[src/rtl/window_addr_gen.sv]
// Sliding-window read-address generator: scans every KxK window of an IMG_W x IMG_H
// row-major image. Define STRIDE2_EN to move window origins by 2 instead of 1.
module window_addr_gen #(
  parameter int IMG_W = 28,
  parameter int IMG_H = 28,
  parameter int K     = 3,
  parameter int ADD_W = 10
) (
  input  logic             CLK,
  input  logic             RST,
  input  logic             START,
  input  logic             READY,
  output logic [ADD_W-1:0] ADDR,
  output logic             ADDR_VALID,
  output logic             WIN_LAST,
  output logic             BUSY,
  output logic             DONE
);

  localparam int MAX_D = (IMG_W > IMG_H) ? IMG_W : IMG_H;
  localparam int CW    = $clog2(MAX_D + 1);
`ifdef STRIDE2_EN
  localparam int STRIDE = 2;
`else
  localparam int STRIDE = 1;
`endif
  localparam int COL_LAST = ((IMG_W - K) / STRIDE) * STRIDE;
  localparam int ROW_LAST = ((IMG_H - K) / STRIDE) * STRIDE;

  localparam logic [1:0] ST_IDLE = 2'd0;
  localparam logic [1:0] ST_SCAN = 2'd1;
  localparam logic [1:0] ST_FIN  = 2'd2;

  logic [1:0]       state_q, state_d;
  logic [CW-1:0]    kc_q, kc_d, kr_q, kr_d, col_q, col_d, row_q, row_d;
  logic [ADD_W-1:0] addr_q, addr_d;
  logic             valid_q, valid_d;
  logic             last_q, last_d;
  logic             busy_q, busy_d;
  logic             done_q, done_d;
  logic             hs_s;

  function automatic logic [ADD_W-1:0] lin_addr(input logic [CW-1:0] r, input logic [CW-1:0] kr,
                                                input logic [CW-1:0] c, input logic [CW-1:0] kc);
    logic [31:0] full;
    full = (32'(r) + 32'(kr)) * 32'(IMG_W) + 32'(c) + 32'(kc);
    return full[ADD_W-1:0];
  endfunction

  assign hs_s = valid_q & READY;

  // Next-state and counter advance; all outputs are re-derived from the next counters.
  always_comb begin
    state_d = state_q;
    kc_d    = kc_q;
    kr_d    = kr_q;
    col_d   = col_q;
    row_d   = row_q;
    case (state_q)
      ST_IDLE: begin
        kc_d  = {CW{1'b0}};
        kr_d  = {CW{1'b0}};
        col_d = {CW{1'b0}};
        row_d = {CW{1'b0}};
        if (START) begin
          state_d = ST_SCAN;
        end else begin
          state_d = ST_IDLE;
        end
      end
      ST_SCAN: begin
        if (hs_s) begin
          if (kc_q == CW'(K - 1)) begin
            kc_d = {CW{1'b0}};
            if (kr_q == CW'(K - 1)) begin
              kr_d = {CW{1'b0}};
              if (col_q == CW'(COL_LAST)) begin
                col_d = {CW{1'b0}};
                if (row_q == CW'(ROW_LAST)) begin
                  row_d   = {CW{1'b0}};
                  state_d = ST_FIN;
                end else begin
                  row_d = row_q + CW'(STRIDE);
                end
              end else begin
                col_d = col_q + CW'(STRIDE);
              end
            end else begin
              kr_d = kr_q + CW'(1);
            end
          end else begin
            kc_d = kc_q + CW'(1);
          end
        end else begin
          state_d = ST_SCAN;
        end
      end
      ST_FIN: begin
        state_d = ST_IDLE;
      end
      default: begin
        state_d = ST_IDLE;
        kc_d    = {CW{1'b0}};
        kr_d    = {CW{1'b0}};
        col_d   = {CW{1'b0}};
        row_d   = {CW{1'b0}};
      end
    endcase
  end

  // Output next values: ADDR is only meaningful in SCAN and reads 0 elsewhere.
  always_comb begin
    valid_d = (state_d == ST_SCAN);
    busy_d  = (state_d != ST_IDLE);
    done_d  = (state_d == ST_FIN);
    last_d  = valid_d && (kc_d == CW'(K - 1)) && (kr_d == CW'(K - 1));
    if (valid_d) begin
      addr_d = lin_addr(row_d, kr_d, col_d, kc_d);
    end else begin
      addr_d = {ADD_W{1'b0}};
    end
  end

  // State, counters and registered outputs with synchronous active-low reset.
  always_ff @(posedge CLK) begin
    if (!RST) begin
      state_q <= ST_IDLE;
      kc_q    <= {CW{1'b0}};
      kr_q    <= {CW{1'b0}};
      col_q   <= {CW{1'b0}};
      row_q   <= {CW{1'b0}};
      addr_q  <= {ADD_W{1'b0}};
      valid_q <= 1'b0;
      last_q  <= 1'b0;
      busy_q  <= 1'b0;
      done_q  <= 1'b0;
    end else begin
      state_q <= state_d;
      kc_q    <= kc_d;
      kr_q    <= kr_d;
      col_q   <= col_d;
      row_q   <= row_d;
      addr_q  <= addr_d;
      valid_q <= valid_d;
      last_q  <= last_d;
      busy_q  <= busy_d;
      done_q  <= done_d;
    end
  end

  assign ADDR       = addr_q;
  assign ADDR_VALID = valid_q;
  assign WIN_LAST   = last_q;
  assign BUSY       = busy_q;
  assign DONE       = done_q;

endmodule

[config.mk]
export PLATFORM = sky130hd
export DESIGN_NAME = window_addr_gen
export DESIGN_NICKNAME = d
export VERILOG_FILES = /design/src/rtl/window_addr_gen.sv
export SDC_FILE = /design/constraint.sdc
export NUM_CORES = 1
export LEC_CHECK = 0
export CELL_PAD_IN_SITES_DETAIL_PLACEMENT = 0
export CELL_PAD_IN_SITES_GLOBAL_PLACEMENT = 2
export CORE_MARGIN = 3
export CORE_UTILIZATION = 42
export CTS_BUF_LIST = sky130_fd_sc_hd__clkbuf_8
export DETAILED_ROUTE_END_ITERATION = 8
export PLACE_DENSITY = 0.86
export SKIP_CTS_REPAIR_TIMING = 1
export SYNTH_ARGS = -nofsm -noshare
export SYNTH_HDL_FRONTEND = slang
export SYNTH_SLANG_ARGS = --single-unit
[constraint.sdc]
create_clock -name CLK -period 17 [get_ports CLK]
set_input_delay 1.7 -clock CLK [delete_from_list [all_inputs] [get_ports CLK]]
set_output_delay 1.7 -clock CLK [all_outputs]
set_load 0.005 [all_outputs]
* Word-level counts from Yosys, hierarchy flattened
Cells that the tools add are included. W data, S select, Z words.
Cells by class: add/subtract/negate cells 7, multipliers 1, eq/ne operators 10, mux-type cells 25, bitwise operators 1, reductions and logical operators 5
Operators with widths (count):
- $mux W5 | 14
- $pmux W5 S2 | 4
- $add A10 B5 Y10 | 2
- $add A5 B1 Y5 const B | 4
- $eq A5 B2 Y1 const B | 4
- $eq A5 B5 Y1 const B | 2
- $mux W2 | 5
- $mul A6 B3 Y8 const B | 1
- $add A5 B5 Y6 | 1
- $eq A2 B1 Y1 const B | 2
- $eq A2 B2 Y1 const B | 2
- $pmux W2 S2 | 1
- $logic_and A1 B1 Y1 | 2
- $logic_not A2 Y1 | 1
- $reduce_and A2 Y1 | 1
- $reduce_bool A2 Y1 | 1
- $and A1 B1 Y1 | 1
- $mux W1 | 1
Storage, ports and cells: register bits after elaboration 36, input port bits 4, output and inout port bits 14, word-level logic and storage cells 59

* Longest topological paths before layout
word-level depth 11, gate-level depth with buffers 24, gate-level depth less buffers 23

* Worst setup path before layout
OpenSTA, ideal clock, no wires.
path kind input-to-reg, start point in READY, end point reg addr_q[9] (netlist: ADDR[9]), setup time 115 ps, data arrival time 6152 ps, data required time 16885 ps, path slack 10733 ps, stages 18, path buffers 0, cells stage by stage nand2_2 nor4_4 and3_2 o211a_1 ha_1 inv_1 fa_1 xnor2_1 fa_1 ha_1 fa_1 ha_1 o21ai_0 nor2_1 o21ai_0 and3b_1 xnor3_1 and2_1
Between the ends: longest elaborated chain between the ends 7, elaborated cells between the ends (all ways) 17, those cells by class 3 x add/sub; 1 x mul; 1 x eq/ne; 10 x mux; 1 x bitwise; 1 x reduce/logical
RTL lines:
- start: declaration | line 12 | input logic READY,
- $and A1 B1 Y1 | line 50 | assign hs_s = valid_q & READY;
- $mux W5 | line 72 | if (hs_s) begin
- $pmux W5 S2 | line 59 | case (state_q)
- net row_d[0] | line 35 | logic [CW-1:0] kc_q, kc_d, kr_q, kr_d, col_q, col_d, row_q, row_d;
- $add A5 B5 Y6 | line 46 | full = (32'(r) + 32'(kr)) * 32'(IMG_W) + 32'(c) + 32'(kc);
- $mul A6 B3 Y8 | line 46
- $add A10 B5 Y10 (2 in a row) | line 46
- end signal: assignment | line 132 | addr_q <= {ADD_W{1'b0}};
- end signal: assignment | line 143 | addr_q <= addr_d;
- end: declaration | line 36 | logic [ADD_W-1:0] addr_q, addr_d;
The timed path passes the listed nets, and every way through them passes these cells. A chain may end at the register's enable or synchronous reset.

* Worst setup path after layout
Ends and elaborated chain as after synthesis.

==> impl_metrics.env <==
export IMPL_status="finished clean"
export IMPL_clock_sinks=36
export IMPL_cp_max_fo=10
export IMPL_netlist_area_um2=2770
export IMPL_period_share_pct=40.6
export IMPL_gp_congestion=0.767
export IMPL_min_path_type="register to register"
export IMPL_core_area_um2=6170
export IMPL_power_mw=0.160
export IMPL_drtAntennaViolNets=0
export IMPL_synthTopCellsByArea="dfxtp_1 26%, ha_1 14%, fa_1 5.8%, and2_1 5.0%, inv_1 3.1%"
export IMPL_timing_final_hold_violations=0
export IMPL_yosys_warnings=0
export IMPL_yosysTopAreaCellShare_pct=26.0
export IMPL_synth_cell_type_count=60
export IMPL_vias=2091
export IMPL_rows=28
export IMPL_ys_flop_type="dfxtp_1"
export IMPL_design_die_area_um2=7610
export IMPL_fmax_ghz=0.145
export IMPL_syn2layout_area_growth_pct=9.66
export IMPL_drv_slew=0
export IMPL_layout_min_cycle_time_ns=6.90
export IMPL_start_util_pct=45.0
export IMPL_clock_latency_ns=0.29
export IMPL_fp_dieW_um=87.3
export IMPL_cp_start_kind="input port"
export IMPL_avgSynthCellArea_um2=9.18
export IMPL_finalInstanceArea_um2=3040
export IMPL_antenna_cells=0
export IMPL_dpl_instance_area_um2=2960
export IMPL_drc=0
export IMPL_cp_end_kind="register"
export IMPL_grt_start_max_net_pins=23
export IMPL_grt_antenna_before_repair=0
export IMPL_routedWlPerCell_um=15.3
export IMPL_hold_ws_ns=0.639
export IMPL_die_h_um=87.3
export IMPL_routed_wl_um=6000
export IMPL_final_cell_mix="36 x dfxtp_1, 32 x ha_1, 25 x inv_1"
export IMPL_syn_num_nets=346
export IMPL_clk_pin_slew_ns=0.07
export IMPL_firstDrtPassIters=4
export IMPL_cts_buffers=5
export IMPL_fillCellCount=596
export IMPL_grt_overflow=0
export IMPL_portBuffers=17
export IMPL_synth_edf_count=0
export IMPL_ys_ff_latch=36
export IMPL_ys_seq_area_share_pct=26.0
export IMPL_worstPathArrival_ns=7.09
export IMPL_setup_tns_ns=0
export IMPL_vdd_ir_drop_max_mv=0.0353
export IMPL_cts_tree="built"
export IMPL_skew_ns=0.0183
export IMPL_hpwl_um=4630
export IMPL_track_usage_pct=17.8
export IMPL_io_pins=18
export IMPL_async_flop_share_pct=0
export IMPL_powerDensity_nw_per_um2=52.6
export IMPL_root_buffer="clkbuf_8"
export IMPL_finalWorstSetupSlack_ns=10.10
export IMPL_tightest_slew_ns=0.660
export IMPL_fin_nets=360
export IMPL_required_ns=17.19
export IMPL_drt_iter0_drc=79
export IMPL_pre_cts_ws_ns=9.78
export IMPL_viasPerCell=5.33
export IMPL_drive_gt1_share_pct=7.26
export IMPL_post_synth_top_area_cell="dfxtp_1"
export IMPL_drv_cap=0
export IMPL_power_leakage_nw=1.46
export IMPL_slew_headroom_pct=56.0
export IMPL_clockBufferDepth=2
export IMPL_grt_pass1_vias=2175
export IMPL_rsz0062_at_grt="false"
export IMPL_grt_pass1_wl_um=10800
export IMPL_setup_viol=0
export IMPL_htree_num_levels=2
export IMPL_postSynthCellCount=302
export IMPL_criticalPathCategory="input port to register"
export IMPL_final_common_cell="dfxtp_1"
-- per-layer routing --
| layer | up-vias | part of all wire [%] | global-route usage [%] |
|---|---|---|---|
| met2 | 37 | 43 | 26.0 |
| met4 | 0 | 1.9 | 6.28 |
| li1 | 1083 | - | - |
| met5 | - | 0 | 0 |
| met1 | 959 | 53 | 25.8 |
| met3 | 12 | 2.7 | 3.60 |
-- registers in the layout, summed over array words and instances, names as in the netlist, 2 cells and up --
register	count
kr_q	5
ADDR	10
state_q	2
col_q	5
kc_q	5
row_q	5
-- worst max-delay path, cell delays in order --
cell and delay, ns:
clkdlybuf4s50_1 0.53, nand2_2 0.21, nor4_4 0.46, and3_2 0.26
o211a_1 0.15, ha_1 0.17, inv_1 0.06, fa_1 0.39
xnor2_1 0.40, fa_1 0.50, ha_1 0.29, fa_1 0.45
ha_1 0.36, o21ai_0 0.16, nor2_1 0.07, o21ai_0 0.25
and3b_1 0.23, xnor3_1 0.31, and2_1 0.16
-- power by group --
part,leakage (nW),switching (mW),internal [mW],total [mW]
registers,0.291,0.000652,0.0851,0.0857
clock network,0.0507,0.0315,0.0281,0.0596
logic,1.11,0.00961,0.00500,0.0146
total,1.46,0.0418,0.118,0.160
-- area by class of cell --
class	count	area (um2)	share of cell area [%]
Tap cell	75	93.8	3.09
Timing Repair Buffer	17	170	5.60
Clock buffer	5	68.8	2.26
Inverter	24	90.1	2.96
Multi-Input combinational cell	232	1880	61.9
Sequential cell	36	721	23.7
Clock inverter	3	16.3	0.535
-- kinds of logic after synthesis --
logic type                 after synthesis  share of synthesized area, %
and+or+nand+nor                        107                          24.3
AOI/OAI and AO/OA                       66                          16.7
adders and majority gates               40                          20.2
DFF                                     36                          26.0
buffers and inverters                   34                          6.18
xor gates and xnor gates                17                          5.87
muxes                                    2                         0.722
-- through the flow --
stage	util, %	std cells
5_1_grt	49.3	392
3_5_place_dp	47.9	384
4_1_cts	49.3	392
3_3_place_gp	47.9	384
6_report	49.3	392
2_1_floorplan	-	302
-- worst paths after layout --
path / startpoint / to / slack (ns) / depth (start not counted)
worst max-delay path: READY / ADDR[9] / 10.10 / 19
worst min-delay path: row_q[2] / row_q[2] / 0.64 / 2
worst max register to register: kr_q[1] / ADDR[9] / 10.96 / 19
worst min register to register: row_q[2] / row_q[2] / 0.64 / 2
-- cell usage after synthesis (4+ instances only) --
cell type  number
xnor2_1         9
xor2_1          7
buf_6           4
nand3_1         6
nand4_1         9
inv_1          23
and2_1         22
a21oi_1        16
a21o_1          8
o21ai_0        14
fa_1            8
dfxtp_1        36
nor2_1         20
nand2_1        12
ha_1           32
clkbuf_1        4
nor2b_1        13
Power figures use the tool's default switching activity.
